## src/rtl/hack_pkg.sv

```systemverilog
// ---------------------------------------------------------------------------
// hack_pkg
//   Shared definitions for the ramn word store: the default geometry
//   constants and the two-state clear-sweep FSM encoding.
// ---------------------------------------------------------------------------
package hack_pkg;

    localparam int DEFAULT_WIDTH = 16;
    localparam int DEFAULT_DEPTH = 8;

    // IDLE: normal read/write access. CLEAR: zeroing sweep in progress.
    typedef enum logic {
        IDLE  = 1'b0,
        CLEAR = 1'b1
    } state_t;

endpackage : hack_pkg

```

## src/rtl/regn.sv

```systemverilog
// ---------------------------------------------------------------------------
// regn
//   One storage word: a WIDTH-bit register that captures 'in' on a rising
//   clock edge when 'load' is high and holds its value otherwise.
//
//   Ports
//     clk   : clock, rising edge active
//     in    : data to capture
//     load  : capture enable
//     out   : stored word
// ---------------------------------------------------------------------------
module regn #(
    parameter int WIDTH = hack_pkg::DEFAULT_WIDTH
) (
    input  logic             clk,
    input  logic [WIDTH-1:0] in,
    input  logic             load,
    output logic [WIDTH-1:0] out
);

    // NOTE: storage words carry no reset; the owner clears them with a
    // one-word-per-cycle sweep, which keeps the array a plain register file.
    always_ff @(posedge clk) begin
        // NOTE: sequential state is always assigned with <= so every
        // register samples pre-edge values regardless of statement order.
        if (load) begin
            out <= in;
        end
    end

endmodule : regn

```

## src/rtl/ramn.sv

```systemverilog
// ---------------------------------------------------------------------------
// ramn
//   DEPTH x WIDTH word store built from regn registers, with a zero-cycle
//   read port and a self-clearing sweep. A reset edge starts a sweep that
//   zeroes one word per cycle; while it runs, busy is high, out reads 0
//   and user writes are ignored.
//
//   Ports
//     clk     : clock, rising edge active
//     reset   : synchronous, active-high; (re)starts the clear sweep
//     in      : write data
//     load    : write enable (honoured only when idle and not in reset)
//     address : word select for both read and write
//     out     : read data, mem[address] when idle, 0 while busy
//     busy    : high while the clear sweep is in progress
// ---------------------------------------------------------------------------
module ramn
    import hack_pkg::*;
#(
    parameter int WIDTH = DEFAULT_WIDTH,
    parameter int DEPTH = DEFAULT_DEPTH,
    parameter int AW    = $clog2(DEPTH)
) (
    input  logic             clk,
    input  logic             reset,
    input  logic [WIDTH-1:0] in,
    input  logic             load,
    input  logic [AW-1:0]    address,
    output logic [WIDTH-1:0] out,
    output logic             busy
);

    localparam logic [AW-1:0] LAST_PTR = AW'(DEPTH - 1);

    state_t          state, next_state;
    logic [AW-1:0]   ptr, next_ptr;

    logic            sweep_we;
    logic            user_we;
    logic [AW-1:0]   wr_addr;
    logic [WIDTH-1:0] wr_data;
    logic [DEPTH-1:0] word_load;
    logic [WIDTH-1:0] word_q [DEPTH];

    // ---------------- FSM state register ----------------
    always_ff @(posedge clk) begin
        if (reset) begin
            state <= CLEAR;
            ptr   <= '0;
        end else begin
            state <= next_state;
            ptr   <= next_ptr;
        end
    end

    // ---------------- FSM next state ----------------
    always_comb begin
        // NOTE: defaults first so every path assigns every output and no
        // latch is inferred.
        next_state = state;
        next_ptr   = ptr;
        unique case (state)
            IDLE: begin
                next_ptr = '0;
            end
            CLEAR: begin
                // Explicit compare against the last index: ptr never wraps
                // while the sweep is still running.
                if (ptr == LAST_PTR) begin
                    next_state = IDLE;
                    next_ptr   = '0;
                end else begin
                    next_ptr = ptr + 1'b1;
                end
            end
            default: begin
                next_state = CLEAR;
                next_ptr   = '0;
            end
        endcase
    end

    assign busy = (state == CLEAR);

    // ---------------- Write decode ----------------
    // Reset suppresses both write sources, so a reset edge touches no word
    // and a simultaneous reset+load drops the user write.
    assign sweep_we = busy && !reset;
    assign user_we  = !busy && !reset && load;
    assign wr_addr  = sweep_we ? ptr : address;
    assign wr_data  = sweep_we ? '0 : in;

    for (genvar i = 0; i < DEPTH; i++) begin : g_word
        assign word_load[i] = (sweep_we || user_we) && (wr_addr == AW'(i));

        regn #(.WIDTH(WIDTH)) u_word (
            .clk  (clk),
            .in   (wr_data),
            .load (word_load[i]),
            .out  (word_q[i])
        );
    end

    // ---------------- Read mux ----------------
    assign out = busy ? '0 : word_q[address];

endmodule : ramn

```

## config.mk

```make
export PLATFORM = sky130hd
export DESIGN_NAME = ramn
export DESIGN_NICKNAME = d
export VERILOG_FILES = /design/src/rtl/hack_pkg.sv /design/src/rtl/regn.sv /design/src/rtl/ramn.sv
export SDC_FILE = /design/constraint.sdc
export NUM_CORES = 1
export LEC_CHECK = 0
export CAP_MARGIN = 20
export CORE_MARGIN = 2
export CORE_UTILIZATION = 49
export DETAILED_ROUTE_END_ITERATION = 8
export GPL_ROUTABILITY_DRIVEN = 1
export PLACE_DENSITY = 0.69
export SYNTH_ARGS = -nofsm -noshare
export SYNTH_HDL_FRONTEND = slang
export SYNTH_SLANG_ARGS = --single-unit
```

## constraint.sdc

```tcl
create_clock -name clk -period 3.16 [get_ports clk]
set_input_delay 0.948 -clock clk [delete_from_list [all_inputs] [get_ports clk]]
set_output_delay 0.948 -clock clk [all_outputs]
set_load 0.005 [all_outputs]
```

==> run summary <==
Hold buffers post-CTS: 0
Initial antenna violation count: 0
CTS H-tree depth: 4
CP Launch Type: primary input
RSZ-0062 raised after global routing: false
Comb pwr share: 6.4%
Final Setup Violations: 0
Detailed-route via count: 2,892
Max-slew headroom: 77.2%
Die height: 108 um
Max Root-Sink Buffers: 2
Crit path kind: primary input to output port
Critical-path maximum fanout: 6
Final hold vios: 0
Critical Path, Cell by Cell: buf_12 > buf_12 > buf_16 > mux4_2 > nand2_1 > a21oi_1 > clkdlybuf4s15_2
Sequential share of power: 46.0%
Worst-path clk slew: 0.06 ns
Met3 WL: 632 um
Vias in the first global route: 2,940
CTS Buf Count: 17
CP arrival: 2.17 ns
Drt drc: 0
Leak Pwr: 2.41 nW
Max-slew violation count: 0
Max layer used: met4
CP max-delay cell: mux4_2
Synth Instances: 274
Cell-internal power: 3.47 mW
DIE WIDTH: 108 um
Critical Path RT: 2.21 ns
Worst min path class: flip-flop to flip-flop
Fillcell total: 738
Share of layout cells above drive strength 1: 25.8%
Power Total: 4.32 mW
Max Clock Freq: 321 MHz
Wl on met1: 4680 um
Max VDD drop: 406 uV
Mean area per synthesized cell: 19.5 sq um
Number of diodes: 0
Initial Util: 49.7%
Number of core rows: 38
Clk_lat worst skew: 0.52 ns
Yosys reg bits: 132
Power density cells: 633 mW/mm^2
Most frequent cells in the layout: edfxtp_1, nand2_1, buf_4, mux4_2, clkdlybuf4s50_1
Buffers and inverters on the worst path: 4
Final worst slack: 0.0447 ns
Max-cap viol count: 0
Most common cell after layout, fill and taps aside: edfxtp_1
Global-route wire length before repair: 17,200 um
Status: complete, no violations
Routed WL: 11,400 um
Nets: 376
Clock share of power: 47.7%
Core region area: 0.0107 sq mm
Sequential share of the synthesized area: 73.5%
Grt ovf: 0
Clock Sinks: 132
Psw: 0.856 mW
Place WS: -0.492 ns
Worst path most repeated cell: buf_12
Clock skew: 0.00904 ns
Post-DP HPWL: 6190 um
Iteration-0 DRC count of the detailed router: 142
I/O pins: 39
Routed Antenna Nets: 0
Buffers on Ports: 38
Met2 wire len: 5900 um
Max stage delay on crit path: 0.49 ns
DR vias/cell: 5.73
CP top delay family: buffers and inverters
Gpl congestion: 0.695
Slew at the pin closest to its max-slew limit: 0.337 ns
Largest net degree at the start of global routing: 28
Net Sw Frac: 19.8%
CP endpoint kind: output port
Die area: 0.0117 sq mm
Post-synth cell types: 28
GRT Total Usage: 21.2%
Post-layout min period: 3.12 ns
Area delta synth->final: 27.9%
1st-pass router iterations: 4
Synth Cell Area: 0.00534 sq mm
CTS tree: yes
Syn nets: 298
Final Cycle Share: 98.6%
Ys Warns: 0
Drt wl/cell: 22.6 um
Clk Tree Root Cell: clkbuf_8
sequential cells by signal, indices dropped and copies added, names as in the netlist:
register and count:
g_word.u_word.out 128, ptr 3, busy 1
synth_stat cells:
library cell | n | area, sq um
a21oi_1 | 15 | 75.1
clkbuf_8 | 1 | 13.8
buf_6 | 3 | 33.8
nor3_1 | 1 | 5.00
nand3b_1 | 1 | 7.51
nor3b_1 | 3 | 22.5
buf_2 | 6 | 30.0
dfxtp_1 | 4 | 80.1
o21bai_1 | 1 | 7.51
buf_12 | 1 | 20.0
nor4b_1 | 1 | 8.76
mux4_1 | 20 | 526
a21o_1 | 2 | 15.0
nand2_1 | 31 | 116
inv_1 | 2 | 7.51
ha_1 | 2 | 25.0
nor2_1 | 9 | 33.8
and4b_1 | 1 | 10.0
mux2i_1 | 1 | 10.0
nor4bb_1 | 2 | 20.0
clkinv_1 | 1 | 3.75
edfxtp_1 | 128 | 3840
clkbuf_1 | 4 | 15.0
nor2b_1 | 1 | 6.26
and2_1 | 16 | 100
mux4_2 | 12 | 270
nand2b_1 | 1 | 6.26
a31oi_1 | 4 | 25.0
worst register-to-register path, delay by kind of cell (launching register included):
family          cells  cell delay (ns)
buf+inv             2             0.59
simple gates        2             0.53
flops               1             0.30
compound gates      1             0.10
repair_timing:
item / 4_1_cts / 5_1_grt
buffers inserted: 6 / 0
gates resized for setup: 53 / 8
setup endpoints to repair: 16 / 6
gates cloned: 4 / 0
routing by layer:
layer	vias to the layer above	global-route usage (%)
li1	1263	-
met1	1502	26.6
met2	111	35.4
met3	16	5.42
met4	0	8.52
met5	-	0
power by group through the flow:
stage	combinational (mW)	clock [mW]	sequential, mW
2_1_floorplan	0.143	0	2.02
3_3_place_gp	0.230	0	2.02
3_5_place_dp	0.234	0	2.02
4_1_cts	0.276	2.08	1.99
5_1_grt	0.294	2.15	1.99
6_report	0.275	2.06	1.99
worst paths after layout:
path	startpoint	endpoint	slack [ns]	cells after the start
worst max-delay path	address[1]	out[9]	0.04	7
worst min-delay path	ptr[0]$_SDFF_PP0_	ptr[0]$_SDFF_PP0_	0.57	1
worst max register to register	busy$_SDFF_PP1_	g_word[4].u_word.out[4]$_DFFE_PP_	1.33	5
worst min register to register	ptr[0]$_SDFF_PP0_	ptr[0]$_SDFF_PP0_	0.57	1
final cells by class:
cell class              instances  area, sq um  share of cell area [%]
flip-flops and latches        132         3920                    57.5
multi-input cells             124         1270                    18.6
repair buffers                 74          822                    12.0
clock buffers                  18          418                    6.12
clock inverters                14          208                    3.04
well taps                     140          175                    2.57
inverters                       3         11.3                   0.165
logic make-up (layout without fill, tap and decap cells):
group	after synthesis	count (layout)	share of synthesized area (%)
AO/OA/AOI/OAI	22	22	2.30
flip-flops	132	132	73.5
adder cells (fa/ha/maj)	2	2	0.469
buffers and inverters	18	109	2.32
AND/OR/NAND/NOR	67	67	6.31
multiplexers	33	33	15.1
through the flow:
step / cells / util (%) / TNS, ns / cell area [sq um] / hold WS (ns)
global placement: 463 / 56.0 / -6.95 / 6020 / 0.515
finish: 505 / 63.6 / 0 / 6830 / 0.571
detailed placement: 463 / 56.0 / -7.14 / 6020 / 0.536
global route: 505 / 63.6 / 0 / 6830 / 0.609
floorplan: 274 / - / 0 / 5340 / 0.483
CTS: 505 / 63.7 / -0.00131 / 6840 / 0.541
Note: power is estimated with default switching activity, not from simulation.
==> RTL edit: new RTL, config.mk and constraints unchanged <==
Change the package constant `DEFAULT_WIDTH` from 16 to 24.
--- a/src/rtl/hack_pkg.sv
+++ b/src/rtl/hack_pkg.sv
@@ -5,7 +5,7 @@
 // ---------------------------------------------------------------------------
 package hack_pkg;
 
-    localparam int DEFAULT_WIDTH = 16;
+    localparam int DEFAULT_WIDTH = 24;
     localparam int DEFAULT_DEPTH = 8;
 
     // IDLE: normal read/write access. CLEAR: zeroing sweep in progress.
Interface: changed (resized in and out); port bits go from 39 to 55. No check against the original RTL was run, so the function may have changed too.
==> RTL edit against the unedited design <==
The run now ends with negative setup slack left. Register-to-register slack lost 0.09 ns. Synthesized area grew 46%. Routed wire length grew 44%. Power grew 27%. Sequential cell count grew 64. Setup slack lost 0.050 ns. Design area grew 42%. Clock power grew 4%.
==> RTL edit: results (changes against the unedited design) <==
status complete, but fails checks; violated checks negative setup slack; Leak 3.36 nW (+39%); Worst Path Max Fanout 8 (+2); final setup fails 1 (+1); Placed Area 8850 µm² (+47%); Final GP Congestion 0.730 (+5.0%); Critical Path AT 2.22 ns (+0.05 ns); vias in the first global route 4,220 (+44%); clock root buffer clkbuf_16; detailed placer's ending HPWL 8950 µm (+45%); grt met2 use 36.7% (+1.3 points); register area share after synthesis 74.8% (+1.3 points); port bufs 54 (+42%); Met2 Routed Length 8590 µm (+46%); max reg flops 192 (+50%); Clock Latency Late Sink 0.42 ns (-0.10 ns); maximum vdd ir drop 0.375 mV (-7.8%); initial drt markers 305 (+110%); skew final 0.00723 ns (-0.00181 ns); Met3 Wirelength 1030 µm (+63%); largest net degree at the start of global routing 25 (-11%); Finished Layout Cells 727 (+44%); share of cells above drive strength 1 33.5% (+7.7 points); Cell variety after synth 27 (-3.6%); Final Worst Setup Slack -0.00540 ns (-0.0501 ns); Int Power 4.38 mW (+26%); nets@finish 530 (+41%); met3 GRT Util 4.80% (-0.63 points)
RTL edit: path summary, 6_finish.rpt:
check,from,endpoint,slack [ns],cells after the start
worst max-delay path,address[1],out[5],-0.005,8
worst min-delay path,ptr[0],ptr[0],0.56,1
worst min register to register,ptr[0],ptr[0],0.56,1
worst max register to register,busy,g_word[4].u_word.out[0],1.24,5
RTL edit: repair_timing:
| item | 4_1_cts | 5_1_grt |
|---|---|---|
| cloned | 6 | 0 |
| endpoints found under the setup margin | 24 | 22 |
| buffers inserted | 18 | 3 |
| hold endpoints to repair | 0 | 0 |
| gates resized for setup | 92 | 27 |
| pin swaps | 5 | 7 |
RTL edit: cell type report:
type                       count  area, µm²
tap                          216        270
clock buffer                  18        429
clock inverter                14        160
sequential                   196       5850
multi-input combinational    170       1800
fill                        1135       6010
timing repair buffer         110       1190
inverter                       3       11.3
RTL edit: cell families (layout without fill, tap and decap cells):
logic type	Yosys count	in the layout	synth area share, %
AO/OA/AOI/OAI	28	28	1.95
adder cells (fa/ha/maj)	2	2	0.320
buffers and inverters	26	145	2.08
flip-flops	196	196	74.8
multiplexers	51	51	15.3
AND/OR/NAND/NOR	89	89	5.62
RTL edit: power by group through the flow:
stage	Sequential (mW)	Combinational, mW	Clock [mW]
2_1_floorplan	3.00	0.206	0
3_5_place_dp	3.00	0.343	0
6_report	2.95	0.408	2.15
4_1_cts	2.95	0.410	2.18
3_3_place_gp	3.00	0.336	0
5_1_grt	2.95	0.444	2.29
RTL edit: through the flow:
step / setup slack, ns / power (mW) / setup TNS [ns]
after CTS: -0.0680 / 5.54 / -0.171
after floorplan: 0.123 / 3.21 / 0
final: -0.00540 / 5.50 / -0.00540
after detailed placement: -0.362 / 3.35 / -8.06
after global placement: -0.361 / 3.34 / -7.95
after global routing: -0.0758 / 5.69 / -0.175
